`config.mk`:
```
export PLATFORM = sky130hd
export DESIGN_NAME = decode_ctrl
export DESIGN_NICKNAME = d
export VERILOG_FILES = /design/src/rtl/nrisc_pkg.sv /design/src/rtl/decode_fields.sv /design/src/rtl/decode_ctrl.sv
export SDC_FILE = /design/constraint.sdc
export NUM_CORES = 1
export LEC_CHECK = 0
export BUFFER_PORTS_ARGS = -buffer_cell sky130_fd_sc_hd__buf_2
export CAP_MARGIN = 0
export CORE_MARGIN = 2
export CORE_UTILIZATION = 48
export CTS_CLUSTER_DIAMETER = 30
export DETAILED_ROUTE_END_ITERATION = 12
export PLACE_DENSITY = 0.72
export SETUP_SLACK_MARGIN = 0.1
export SYNTH_ARGS = -nofsm -noshare
export SYNTH_HDL_FRONTEND = slang
export SYNTH_HIERARCHICAL = 1
export SYNTH_SLANG_ARGS = --single-unit
```
`constraint.sdc`:
```
create_clock -name clock -period 3.7 [get_ports clock]
set_input_delay 0.37 -clock clock [delete_from_list [all_inputs] [get_ports clock]]
set_output_delay 0.37 -clock clock [all_outputs]
set_load 0.01 [all_outputs]
```
`src/rtl/nrisc_pkg.sv`:
```
// Shared definitions for the nRISC decode/control slice: field widths,
// opcode and ALU-operation encodings, instruction classes, the decoded
// instruction payload and the control FSM state type.
package nrisc_pkg;

   localparam int unsigned INSTR_W  = 8;
   localparam int unsigned OPC_W    = 3;
   localparam int unsigned REG_W    = 3;
   localparam int unsigned ALU_W    = 2;
   localparam int unsigned RETIRE_W = 16;

   typedef enum logic [OPC_W-1:0] {
      OP_ADD  = 3'b000,
      OP_SUB  = 3'b001,
      OP_AND  = 3'b010,
      OP_OR   = 3'b011,
      OP_LD   = 3'b100,
      OP_ST   = 3'b101,
      OP_NOP  = 3'b110,
      OP_HALT = 3'b111
   } opcode_e;

   localparam logic [ALU_W-1:0] ALU_ADD = 2'b00;
   localparam logic [ALU_W-1:0] ALU_SUB = 2'b01;
   localparam logic [ALU_W-1:0] ALU_AND = 2'b10;
   localparam logic [ALU_W-1:0] ALU_OR  = 2'b11;

   typedef enum logic [1:0] {
      CLS_ALU,
      CLS_MEM,
      CLS_NOP,
      CLS_HALT
   } iclass_e;

   typedef enum logic [2:0] {
      ST_IDLE,
      ST_DECODE,
      ST_EXEC,
      ST_MEM,
      ST_WB,
      ST_HALTED
   } state_e;

   typedef struct packed {
      opcode_e          opcode;
      logic [REG_W-1:0] ra;
      logic [REG_W-1:0] rb;
      iclass_e          iclass;
   } decoded_t;

   // ALU operation selected by an arithmetic/logic opcode
   function automatic logic [ALU_W-1:0] alu_of(input opcode_e op);
      logic [ALU_W-1:0] r;
      r = ALU_ADD;
      unique case (op)
         OP_SUB:  r = ALU_SUB;
         OP_AND:  r = ALU_AND;
         OP_OR:   r = ALU_OR;
         default: r = ALU_ADD;
      endcase
      return r;
   endfunction

endpackage

```
`src/rtl/decode_fields.sv`:
```
// Combinational field extraction for one instruction byte.
// Ports:
//   instr    - instruction byte: opcode[7:5], ra[4:2], rb[1:0]
//   fields_c - opcode, ra, rb (zero-extended, R0-R3 only) and class
module decode_fields
   import nrisc_pkg::*;
(
   input  logic [INSTR_W-1:0] instr,
   output decoded_t           fields_c
);

   opcode_e opc;

   always_comb begin
      opc             = opcode_e'(instr[7:5]);
      fields_c        = '0;
      fields_c.opcode = opc;
      fields_c.ra     = instr[4:2];
      fields_c.rb     = {1'b0, instr[1:0]};
      fields_c.iclass = CLS_ALU;
      unique case (opc)
         OP_LD, OP_ST: fields_c.iclass = CLS_MEM;
         OP_NOP:       fields_c.iclass = CLS_NOP;
         OP_HALT:      fields_c.iclass = CLS_HALT;
         default:      fields_c.iclass = CLS_ALU;
      endcase
   end

endmodule

```
`src/rtl/decode_ctrl.sv`:
```
// Multi-cycle decode/control FSM for the nRISC core. Accepts one
// instruction byte when idle, sequences register reads, ALU op, memory
// request (with timeout abort) and write-back.
// Ports:
//   clock, reset          - clock, asynchronous active-high reset
//   instr_valid/instr     - instruction offer; instr_ready when idle
//   read1, read2          - register read addresses (DECODE, EXEC)
//   reg_write/write_dest/wb_sel - write-back strobe, address, source
//   alu_op                - ALU operation (EXEC only)
//   mem_read/mem_write    - load/store request, mem_done completes it
//   busy, halted, mem_err - status; mem_err sticky until reset
//   retired               - completed-instruction count, present only
//                           when RETIRE_COUNT_EN is defined
// All outputs are registered: they are computed from the state being
// entered so each appears in the same cycle as its owning state.
module decode_ctrl
   import nrisc_pkg::*;
#(
   parameter int unsigned MEM_TIMEOUT = 15
) (
   input  logic                clock,
   input  logic                reset,
   input  logic                instr_valid,
   input  logic [INSTR_W-1:0]  instr,
   output logic                instr_ready,
   output logic [REG_W-1:0]    read1,
   output logic [REG_W-1:0]    read2,
   output logic                reg_write,
   output logic [REG_W-1:0]    write_dest,
   output logic                wb_sel,
   output logic [ALU_W-1:0]    alu_op,
   output logic                mem_read,
   output logic                mem_write,
   input  logic                mem_done,
   output logic                busy,
   output logic                halted,
`ifdef RETIRE_COUNT_EN
   output logic [RETIRE_W-1:0] retired,
`endif
   output logic                mem_err
);

   localparam int unsigned CNT_W = (MEM_TIMEOUT > 1) ? $clog2(MEM_TIMEOUT) : 1;
   localparam logic [CNT_W-1:0] CNT_LAST = CNT_W'(MEM_TIMEOUT - 1);

   state_e             state_q, state_d;
   logic [INSTR_W-1:0] instr_q, instr_d;
   logic [CNT_W-1:0]   cnt_q, cnt_d;
   logic               mem_err_d;
   decoded_t           dec_c;

   logic               instr_ready_d, reg_write_d, wb_sel_d;
   logic               mem_read_d, mem_write_d, busy_d, halted_d;
   logic [REG_W-1:0]   read1_d, read2_d, write_dest_d;
   logic [ALU_W-1:0]   alu_op_d;

   // Fields of the instruction held (or being captured) this cycle
   decode_fields u_fields (
      .instr    (instr_d),
      .fields_c (dec_c)
   );

   // Next state plus outputs for the state being entered
   always_comb begin
      state_d       = state_q;
      instr_d       = instr_q;
      cnt_d         = cnt_q;
      mem_err_d     = mem_err;
      instr_ready_d = 1'b0;
      reg_write_d   = 1'b0;
      wb_sel_d      = 1'b0;
      mem_read_d    = 1'b0;
      mem_write_d   = 1'b0;
      halted_d      = 1'b0;
      read1_d       = '0;
      read2_d       = '0;
      write_dest_d  = '0;
      alu_op_d      = '0;

      unique case (state_q)
         ST_IDLE: begin
            if (instr_valid) begin
               instr_d = instr;
               state_d = ST_DECODE;
            end
         end
         ST_DECODE: begin
            unique case (dec_c.iclass)
               CLS_ALU:  state_d = ST_EXEC;
               CLS_MEM: begin
                  state_d = ST_MEM;
                  cnt_d   = '0;
               end
               CLS_NOP:  state_d = ST_IDLE;
               default:  state_d = ST_HALTED;
            endcase
         end
         ST_EXEC: state_d = ST_WB;
         ST_MEM: begin
            // completion takes priority over a timeout in the same cycle
            if (mem_done) begin
               state_d = (dec_c.opcode == OP_LD) ? ST_WB : ST_IDLE;
            end else if (cnt_q == CNT_LAST) begin
               mem_err_d = 1'b1;
               state_d   = ST_IDLE;
            end else begin
               cnt_d = cnt_q + CNT_W'(1);
            end
         end
         ST_WB:     state_d = ST_IDLE;
         ST_HALTED: state_d = ST_HALTED;
         default:   state_d = ST_IDLE;
      endcase

      unique case (state_d)
         ST_IDLE: instr_ready_d = 1'b1;
         ST_DECODE: begin
            read1_d = dec_c.ra;
            read2_d = dec_c.rb;
         end
         ST_EXEC: begin
            read1_d  = dec_c.ra;
            read2_d  = dec_c.rb;
            alu_op_d = alu_of(dec_c.opcode);
         end
         ST_MEM: begin
            mem_read_d  = (dec_c.opcode == OP_LD);
            mem_write_d = (dec_c.opcode == OP_ST);
         end
         ST_WB: begin
            reg_write_d  = 1'b1;
            write_dest_d = dec_c.ra;
            wb_sel_d     = (dec_c.opcode == OP_LD);
         end
         ST_HALTED: halted_d = 1'b1;
         default:   instr_ready_d = 1'b0;
      endcase

      busy_d = (state_d != ST_IDLE);
   end

   // State, latched instruction, timeout counter and registered outputs
   always_ff @(posedge clock or posedge reset) begin
      if (reset) begin
         state_q     <= ST_IDLE;
         instr_q     <= '0;
         cnt_q       <= '0;
         mem_err     <= 1'b0;
         instr_ready <= 1'b1;
         read1       <= '0;
         read2       <= '0;
         reg_write   <= 1'b0;
         write_dest  <= '0;
         wb_sel      <= 1'b0;
         alu_op      <= '0;
         mem_read    <= 1'b0;
         mem_write   <= 1'b0;
         busy        <= 1'b0;
         halted      <= 1'b0;
      end else begin
         state_q     <= state_d;
         instr_q     <= instr_d;
         cnt_q       <= cnt_d;
         mem_err     <= mem_err_d;
         instr_ready <= instr_ready_d;
         read1       <= read1_d;
         read2       <= read2_d;
         reg_write   <= reg_write_d;
         write_dest  <= write_dest_d;
         wb_sel      <= wb_sel_d;
         alu_op      <= alu_op_d;
         mem_read    <= mem_read_d;
         mem_write   <= mem_write_d;
         busy        <= busy_d;
         halted      <= halted_d;
      end
   end

`ifdef RETIRE_COUNT_EN
   logic retire_c;

   // Completion events; a timeout abort is not a completion
   always_comb begin
      retire_c = 1'b0;
      unique case (state_q)
         ST_DECODE: retire_c = (dec_c.iclass == CLS_NOP) || (dec_c.iclass == CLS_HALT);
         ST_MEM:    retire_c = mem_done && (dec_c.opcode == OP_ST);
         ST_WB:     retire_c = 1'b1;
         default:   retire_c = 1'b0;
      endcase
   end

   always_ff @(posedge clock or posedge reset) begin
      if (reset) begin
         retired <= '0;
      end else if (retire_c) begin
         retired <= retired + RETIRE_W'(1);
      end
   end
`endif

endmodule

```
==> metrics.sh, run 1 <==
GRT_MAX_DEGREE=35
TIMING_WORST_SETUP_PATH_TYPE='reg2reg'
SYNTH-SIMPLE-AREA-SHARE=0.255
DIEWIDTH_UM=59.4
FINALSETUPTNS_PS=0
CRITPATHCAPTURE='read1[0]'
CRITICAL_PATH_PEAK_FANOUT=10
SYN_INST=137
GLOBAL_ROUTE_WIRE_LENGTH_BEFORE_REPAIR_UM=4260
CLKSLEWWORSTSETUPHOLDPATHS_PS=100
POSTCTSSETUPREPAIRBUFS=0
WORSTREGTOREGCELLS=7
POWER.LEAKAGE_uW=0.000895
DRIVE_GT1_FRAC=0.270
TIMING.SLEW.HEADROOM=0.555
YOSYSUNIQUECELLTYPES=32
IO_PINS=31
GR-TOTAL-OVERFLOW=0
CTS_REPAIR_RESIZE_COUNT=0
HPWL_UM=1750
YOSYSWARNINGCOUNT=6
WORSTSKEWPAIRLATENCY_PS=330
GRT_ANTENNA_BEFORE_REPAIR=0
SEQUENTIALPOWERSHARE=0.430
NUM_ROWS=20
DIE_AREA_MM2=0.00352
CAP_VIOLATIONS=0
WHS_PS=111
SYNTHESIS.NETS=151
FINALWEIGHTEDCONGESTION=0.778
POWERDENSITY_mW_PER_MM2=778
REGTOREGENDPOINT='read1[0]'
WORSTREG2REGSTART='state_q[2]'
WORST_EP_ARRIVAL_TIME_PS=3110
REPORT.POWER.TOTAL_uW=1290
POST-ROUTE-WORST-SETUP-SLACK_PS=863
SYNTH_TOP_FAMILY_BY_AREA='simple AND/OR/NAND/NOR gates'
TIMING.FMAX_MHz=353
FINISH.NET_COUNT=177
PLACEMENT.IO_BUFFERS=30
SYNTH.AREA.MUX_SHARE=0
SWSHARE=0.354
CP_SLOWEST_STAGE_DELAY_PS=760
ELEMENT_TYPE_AT_THE_CRITICAL_PATH_END='flop'
POST_DRT_WL_PER_CELL_UM=12.7
CP-START-KIND='flop'
TRITONCTS.NUM_BUFFERS=5
SYN-CELL-AREA_MM2=0.00147
PLACEABLECOREAREA_MM2=0.00298
CLK_SINKS=34
SYNTH_FLOP_CELL='sky130_fd_sc_hd__dfrtp_1'
DRC=0
CTS.ROOT.BUFFER_CELL='sky130_fd_sc_hd__clkbuf_4'
DR_TOTAL_VIAS=1006
GRT.TOTAL_USAGE=0.169
SETUP_REPAIR_AFTER_GLOBAL_ROUTING_MISSED_ITS_MARGIN='no'
POWER.SHARE.CLOCK=0.213
SETUP_VIOLATIONS_FINAL=0
SYNTHXORXNORAREAFRAC=0.0119
COMBPWRFRAC=0.357
SWITCHINGPOWER_uW=458
CP_SLOWEST_CELL='sky130_fd_sc_hd__or4b_1'
FINAL.PERIOD_UTILIZATION=0.767
VIAS_PER_CELL=5.13
WORST_HOLD_CHECK_PATH_TYPE='in2async'
SYNTH-EDFF-COUNT=0
WORSTMARGINPINSLEW_PS=665
FIRST_GLOBAL_VIAS=933
LAYOUT-AREA-OVERHEAD-VS-SYNTH_PCT=12.9
CRITPATHLAUNCH='state_q[2]'
FINAL.SETUP_SKEW_PS=6.56
TRITONCTS='yes'
LAYOUT_MIN_CYCLE_TIME_PS=2840
CRIT_CHAIN='or4b_1 > nand2_1 > nand2_1 > and2_1 > or4b_1 > o21ai_1 > and2_1'
MAX-CLOCK-PATH-BUFFERS=2
SETUP.REG_TO_REG.WORST_SLACK_PS=860
INTERNAL_POWER_uW=835
WORSTPATHREQUIRED_PS=3970
HTREE_LEVELS=2
HOLD_VIOL_FINAL=0
CTS_HOLD_BUF=0
MAXSLEWVIOLCOUNT=0
DIE_H_UM=59.4
SYNTH_SEQ_AREA_SHARE=0.579
PLACE_WORST_SETUP_SLACK_PS=862
POSTSYNTH.ASYNCRESETSHARE=1.00
SYNTH_FA_HA_AREA_FRAC=0.0170
OUTCOME='complete, no violations'
AVGSYNTHCELLAREA_UM2=10.7
IRDROPWORSTVDD_uV=440
SYNTH_COMPOUND_GATE_AREA_SHARE=0.0604
ANT_NETS=0
DRT_WL_TOTAL_UM=2500
DRTPASS1ITERATIONS=4
FLOP_AND_LATCH_COUNT_OUT_OF_SYNTHESIS=34
INSERTEDDIODECOUNT=0
DRT-INITIAL-DRC-COUNT=20
STARTING_UTILIZATION_OF_THE_CORE_AREA=0.494
==> metal layers <==
layer	vias up	part of all wire	global-route usage
met5	-	0	0
met4	0	0.016	0.0682
met3	5	0.050	0.0721
met2	21	0.48	0.259
met1	481	0.45	0.212
li1	499	-	-
==> flip-flops by register name, summed over array words and instances, names as in the netlist <==
register     count
alu_op           2
busy             1
cnt_q            4
halted           1
instr_q          8
instr_ready      1
mem_err          1
mem_read         1
mem_write        1
read1            3
read2            3
reg_write        1
state_q          3
wb_sel           1
write_dest       3
==> logic make-up (layout without fill, tap and decap cells) <==
family	after synthesis	in the layout
simple gates	70	70
other cells	1	1
xor+xnor	2	2
flops	34	34
buf+inv	17	43
compound gates	11	11
fa+ha+maj	2	2
==> worst max-delay path, delay by kind of cell (launching register included) <==
family             cells  cell delay [ps]
AOI/OAI and AO/OA      1              310
DFF                    1              470
and+or+nand+nor        6             2000
==> metrics by stage <==
stage                util  cells  cell area, um^2
floorplan               -    137             1470
global placement    0.531    189             1580
detailed placement  0.531    189             1580
CTS                 0.558    196             1660
global route        0.558    196             1660
finish              0.558    196             1660
==> layout make-up <==
cell class | instances | area, um^2
Clock inverter | 1 | 30.0
Clock buffer | 6 | 51.3
Inverter | 5 | 18.8
Tap cell | 33 | 41.3
Timing Repair Buffer | 31 | 158
Sequential cell | 34 | 852
Multi-Input combinational cell | 86 | 510
Fill cell | 275 | 1320
==> Yosys cell counts, types with 2 or more instances <==
cell                       count  area share
sky130_fd_sc_hd__o21ai_0       2      0.0068
sky130_fd_sc_hd__nand2b_1      2      0.0085
sky130_fd_sc_hd__nor4b_1       3       0.018
sky130_fd_sc_hd__nand3_1       9       0.031
sky130_fd_sc_hd__buf_4        10       0.051
sky130_fd_sc_hd__nor2_1        8       0.020
sky130_fd_sc_hd__ha_1          2       0.017
sky130_fd_sc_hd__and2_1        8       0.034
sky130_fd_sc_hd__inv_1         5       0.013
sky130_fd_sc_hd__a21oi_1       3       0.010
sky130_fd_sc_hd__dfrtp_1      33        0.56
sky130_fd_sc_hd__a21o_1        2       0.010
sky130_fd_sc_hd__or4b_1        2       0.014
sky130_fd_sc_hd__nand2_1      30       0.077
==> power groups by stage <==
stage                     logic, uW  clock network, uW  registers [uW]
after floorplan                 381                  0             583
after global placement          453                  0             561
after detailed placement        465                  0             564
after CTS                       467                283             557
after global routing            521                303             568
final                           462                275             556
==> worst min path at each step <==
stage	from	to	slack (ps)	depth (start not counted)
after floorplan	instr_q[0]	instr_q[0]	440	2
after global placement	mem_err	mem_err	440	1
after detailed placement	mem_err	mem_err	450	1
after CTS	reset	alu_op[1]	120	3
after global routing	reset	alu_op[1]	110	3
final	reset	cnt_q[3]	110	3
==> layout by cell type (no fill, tap or decap), types with 3 or more instances in the layout <==
cell type | synthesis | layout
sky130_fd_sc_hd__dfrtp_1 | 33 | 33
sky130_fd_sc_hd__nand2_1 | 30 | 30
sky130_fd_sc_hd__buf_2 | 0 | 30
sky130_fd_sc_hd__nand3_1 | 9 | 9
sky130_fd_sc_hd__nor2_1 | 8 | 8
sky130_fd_sc_hd__and2_1 | 8 | 8
sky130_fd_sc_hd__inv_1 | 5 | 5
sky130_fd_sc_hd__clkbuf_4 | 0 | 5
sky130_fd_sc_hd__a21oi_1 | 3 | 3
sky130_fd_sc_hd__nor4b_1 | 3 | 3
Power figures use the tool's default switching activity.
==> run 2: changes to the inputs <==
==> constraint.sdc (replaced) <==
create_clock -name clock -period 2.7 [get_ports clock]
set_input_delay 0.27 -clock clock [delete_from_list [all_inputs] [get_ports clock]]
set_output_delay 0.27 -clock clock [all_outputs]
set_load 0.01 [all_outputs]
==> metrics.sh, run 2 (synthesized netlist as in run 1, its figures left out) <==
OUTCOME='complete, no violations'
INTERNAL_POWER_uW=1140  # +37%
MOST-COMMON-LAYOUT-CELLS='33 x sky130_fd_sc_hd__dfrtp_1, 30 x sky130_fd_sc_hd__nand2_1, 30 x sky130_fd_sc_hd__buf_2'
DR_TOTAL_VIAS=1034  # +2.8%
TIMING_WORST_SETUP_PATH_TYPE='reg2reg'
POST_DP_CELL_AREA_MM2=0.00164  # +3.8%
POSTCTSSETUPREPAIRBUFS=0  # unchanged
ELEMENT_TYPE_AT_THE_CRITICAL_PATH_END='flop'
CP_SLOWEST_STAGE_DELAY_PS=620  # -140 ps
IRDROPWORSTVDD_uV=512  # +16%
SWSHARE=0.370  # +0.0151
GRT_USE_MET2=0.305  # +0.0455
TIMING.FMAX_MHz=410  # +16%
FINISH.INSTANCE_AREA_MM2=0.00174  # +4.7%
POWER.LEAKAGE_uW=0.000941  # +5.1%
INSERTEDDIODECOUNT=0  # unchanged
CRITPATHTOPFAMILY='simple AND/OR/NAND/NOR gates'
TIMING.SLEW.HEADROOM=0.597  # +0.0413
SETUP_REPAIR_AFTER_GLOBAL_ROUTING_MISSED_ITS_MARGIN='no'
DRIVE_GT1_FRAC=0.318  # +0.0480
GR-TOTAL-OVERFLOW=0  # unchanged
FINAL.SETUP_SKEW_PS=3.61  # -2.95 ps
CPMOSTUSEDCELL='sky130_fd_sc_hd__nand2_1'
POWER.SHARE.CLOCK=0.157  # -0.056
CLK_SINKS=34  # unchanged
WORST_EP_ARRIVAL_TIME_PS=2650  # -460 ps
FIRST_GLOBAL_VIAS=1036  # +11%
POWERDENSITY_mW_PER_MM2=1040  # +34%
STARTING_UTILIZATION_OF_THE_CORE_AREA=0.494  # unchanged
LAYOUT_MIN_CYCLE_TIME_PS=2440  # -400 ps
CP_SLOWEST_CELL='sky130_fd_sc_hd__or4b_1'
GRT_ANTENNA_BEFORE_REPAIR=0  # unchanged
SETUP_VIOLATIONS_FINAL=0  # unchanged
FINAL_COMMON_CELL='sky130_fd_sc_hd__dfrtp_1'
GROUTE.LAYER.MET1.USAGE=0.183  # -0.0281
HTREE_LEVELS=2  # unchanged
WORSTMARGINPINSLEW_PS=604  # -60.9 ps
GRT.TOTAL_USAGE=0.174  # +0.00485
REPORT.POWER.TOTAL_uW=1810  # +40%
GRT_MAX_DEGREE=20  # -43%
WORST_HOLD_CHECK_PATH_TYPE='in2reg'
POST-ROUTE-WORST-SETUP-SLACK_PS=263  # -600 ps
ANT_NETS=0  # unchanged
CRIT_CHAIN='or4b_1 > nand2_1 > nand2_1 > and2_1 > or4b_4 > nor4b_1'
HOLD_VIOL_FINAL=0  # unchanged
IO_PINS=31  # unchanged
CLKSLEWWORSTSETUPHOLDPATHS_PS=100  # about the same
PLACEMENT.IO_BUFFERS=30  # unchanged
FINISH.NET_COUNT=186  # +5.1%
FINALSETUPTNS_PS=0  # unchanged
GLOBALROUTE.BUSIESTLAYER='met2'
LARGEST_REGISTER_FFS=8  # unchanged
CAP_VIOLATIONS=0  # unchanged
WORSTSKEWPAIRLATENCY_PS=330  # about the same
COMBPWRFRAC=0.436  # +0.079
HPWL_UM=2000  # +14%
DRTPASS1ITERATIONS=4  # unchanged
DIE_AREA_MM2=0.00352  # unchanged
DPL.CELL_COUNT=197  # +4.2%
POST_DRT_WL_PER_CELL_UM=13.1  # +2.8%
FINAL.PERIOD_UTILIZATION=0.903  # +0.136
DRT-INITIAL-DRC-COUNT=23  # +15%
CRITICAL_PATH_PEAK_FANOUT=7  # -3
SEQUENTIALPOWERSHARE=0.407  # -0.023
PLACEABLECOREAREA_MM2=0.00298  # unchanged
DRC=0  # unchanged
LARGEST-REGISTER='instr_q'
FINALWEIGHTEDCONGESTION=0.772  # -0.75%
TRITONCTS='yes'
PATH_BUF_INV=0  # unchanged
PLACE_WORST_SETUP_SLACK_PS=140  # -722 ps
STDCELL_COUNT=206  # +5.1%
WORSTPATHREQUIRED_PS=2920  # -1050 ps
DIEWIDTH_UM=59.4  # unchanged
CP-START-KIND='flop'
TRITONCTS.NUM_BUFFERS=5  # unchanged
MAXSLEWVIOLCOUNT=0  # unchanged
DIE_H_UM=59.4  # unchanged
MAX-CLOCK-PATH-BUFFERS=2  # unchanged
GRTUSAGEMET3=0.0677  # -0.00437
VIAS_PER_CELL=5.02  # -2.2%
CTS.ROOT.BUFFER_CELL='sky130_fd_sc_hd__clkbuf_4'
NUM_ROWS=20  # unchanged
LAYOUT-AREA-OVERHEAD-VS-SYNTH_PCT=18.2
DRT_WL_TOTAL_UM=2700  # +8.0%
LARGEST_REGISTERS='instr_q: 8 flops, cnt_q: 4 flops'
SWITCHINGPOWER_uW=670  # +46%
GLOBAL_ROUTE_WIRE_LENGTH_BEFORE_REPAIR_UM=4330  # +1.8%
## run 2: changes by cell type in the layout (fill, tap and decap cells not counted), sizes merged
cell / delta
buf: +8
dlygate4sd3: +1
bufinv: -1
clkbuf: +1
clkinv: +1
## run 2: metal layers
| layer | vias up | part of all wire |
|---|---|---|
| met1 | 492 | 0.42 |
| met2 | 21 | 0.51 |
| met5 | - | 0 |
| met4 | 0 | 0.019 |
| met3 | 6 | 0.049 |
| li1 | 515 | - |
## run 2: repair_timing
action | CTS | global route
hold buffers | 1 | 0
gates resized for setup | 0 | 5
endpoints found under the hold margin | 15 | 0
setup endpoints to repair | 0 | 9
## run 2: worst register-to-register path, cell delays in order, from the launching register on
cell and delay, ps:
sky130_fd_sc_hd__dfrtp_1 400, sky130_fd_sc_hd__or4b_1 620, sky130_fd_sc_hd__nand2_1 110, sky130_fd_sc_hd__nand2_1 140, sky130_fd_sc_hd__and2_1 210, sky130_fd_sc_hd__or4b_4 530
sky130_fd_sc_hd__nor4b_1 310
## run 2: final timing paths
path	startpoint	to	slack, ps	cells past startpoint
max	state_q[0]	alu_op[1]	260	6
min	instr[0]	instr_q[0]	150	3
max reg2reg	state_q[0]	alu_op[1]	260	6
min reg2reg	mem_err	mem_err	460	1
max in group asynchronous	reset	instr_ready	1410	4
min in group asynchronous	reset	mem_err	560	3
## run 2: power by group through the flow
stage               clock network, uW  logic, uW  registers (uW)
CTS                               296        744             738
global route                      322        872             753
detailed placement                  0        737             749
global placement                    0        720             743
floorplan                           0        522             798
finish                            285        790             737
## run 2: metrics by stage
step / hold slack (ps) / util
floorplan: 396 / -
global placement: 358 / 0.551
detailed placement: 364 / 0.551
CTS: 142 / 0.574
global route: 136 / 0.584
finish: 148 / 0.584
## run 2: final cells by class
cell class,count,area [um^2]
fillers,259,1240
inverters,5,18.8
clock inverters,1,5.00
repair buffers,40,228
well taps,33,41.3
multi-input cells,86,539
flip-flops and latches,34,852
clock buffers,7,55.1
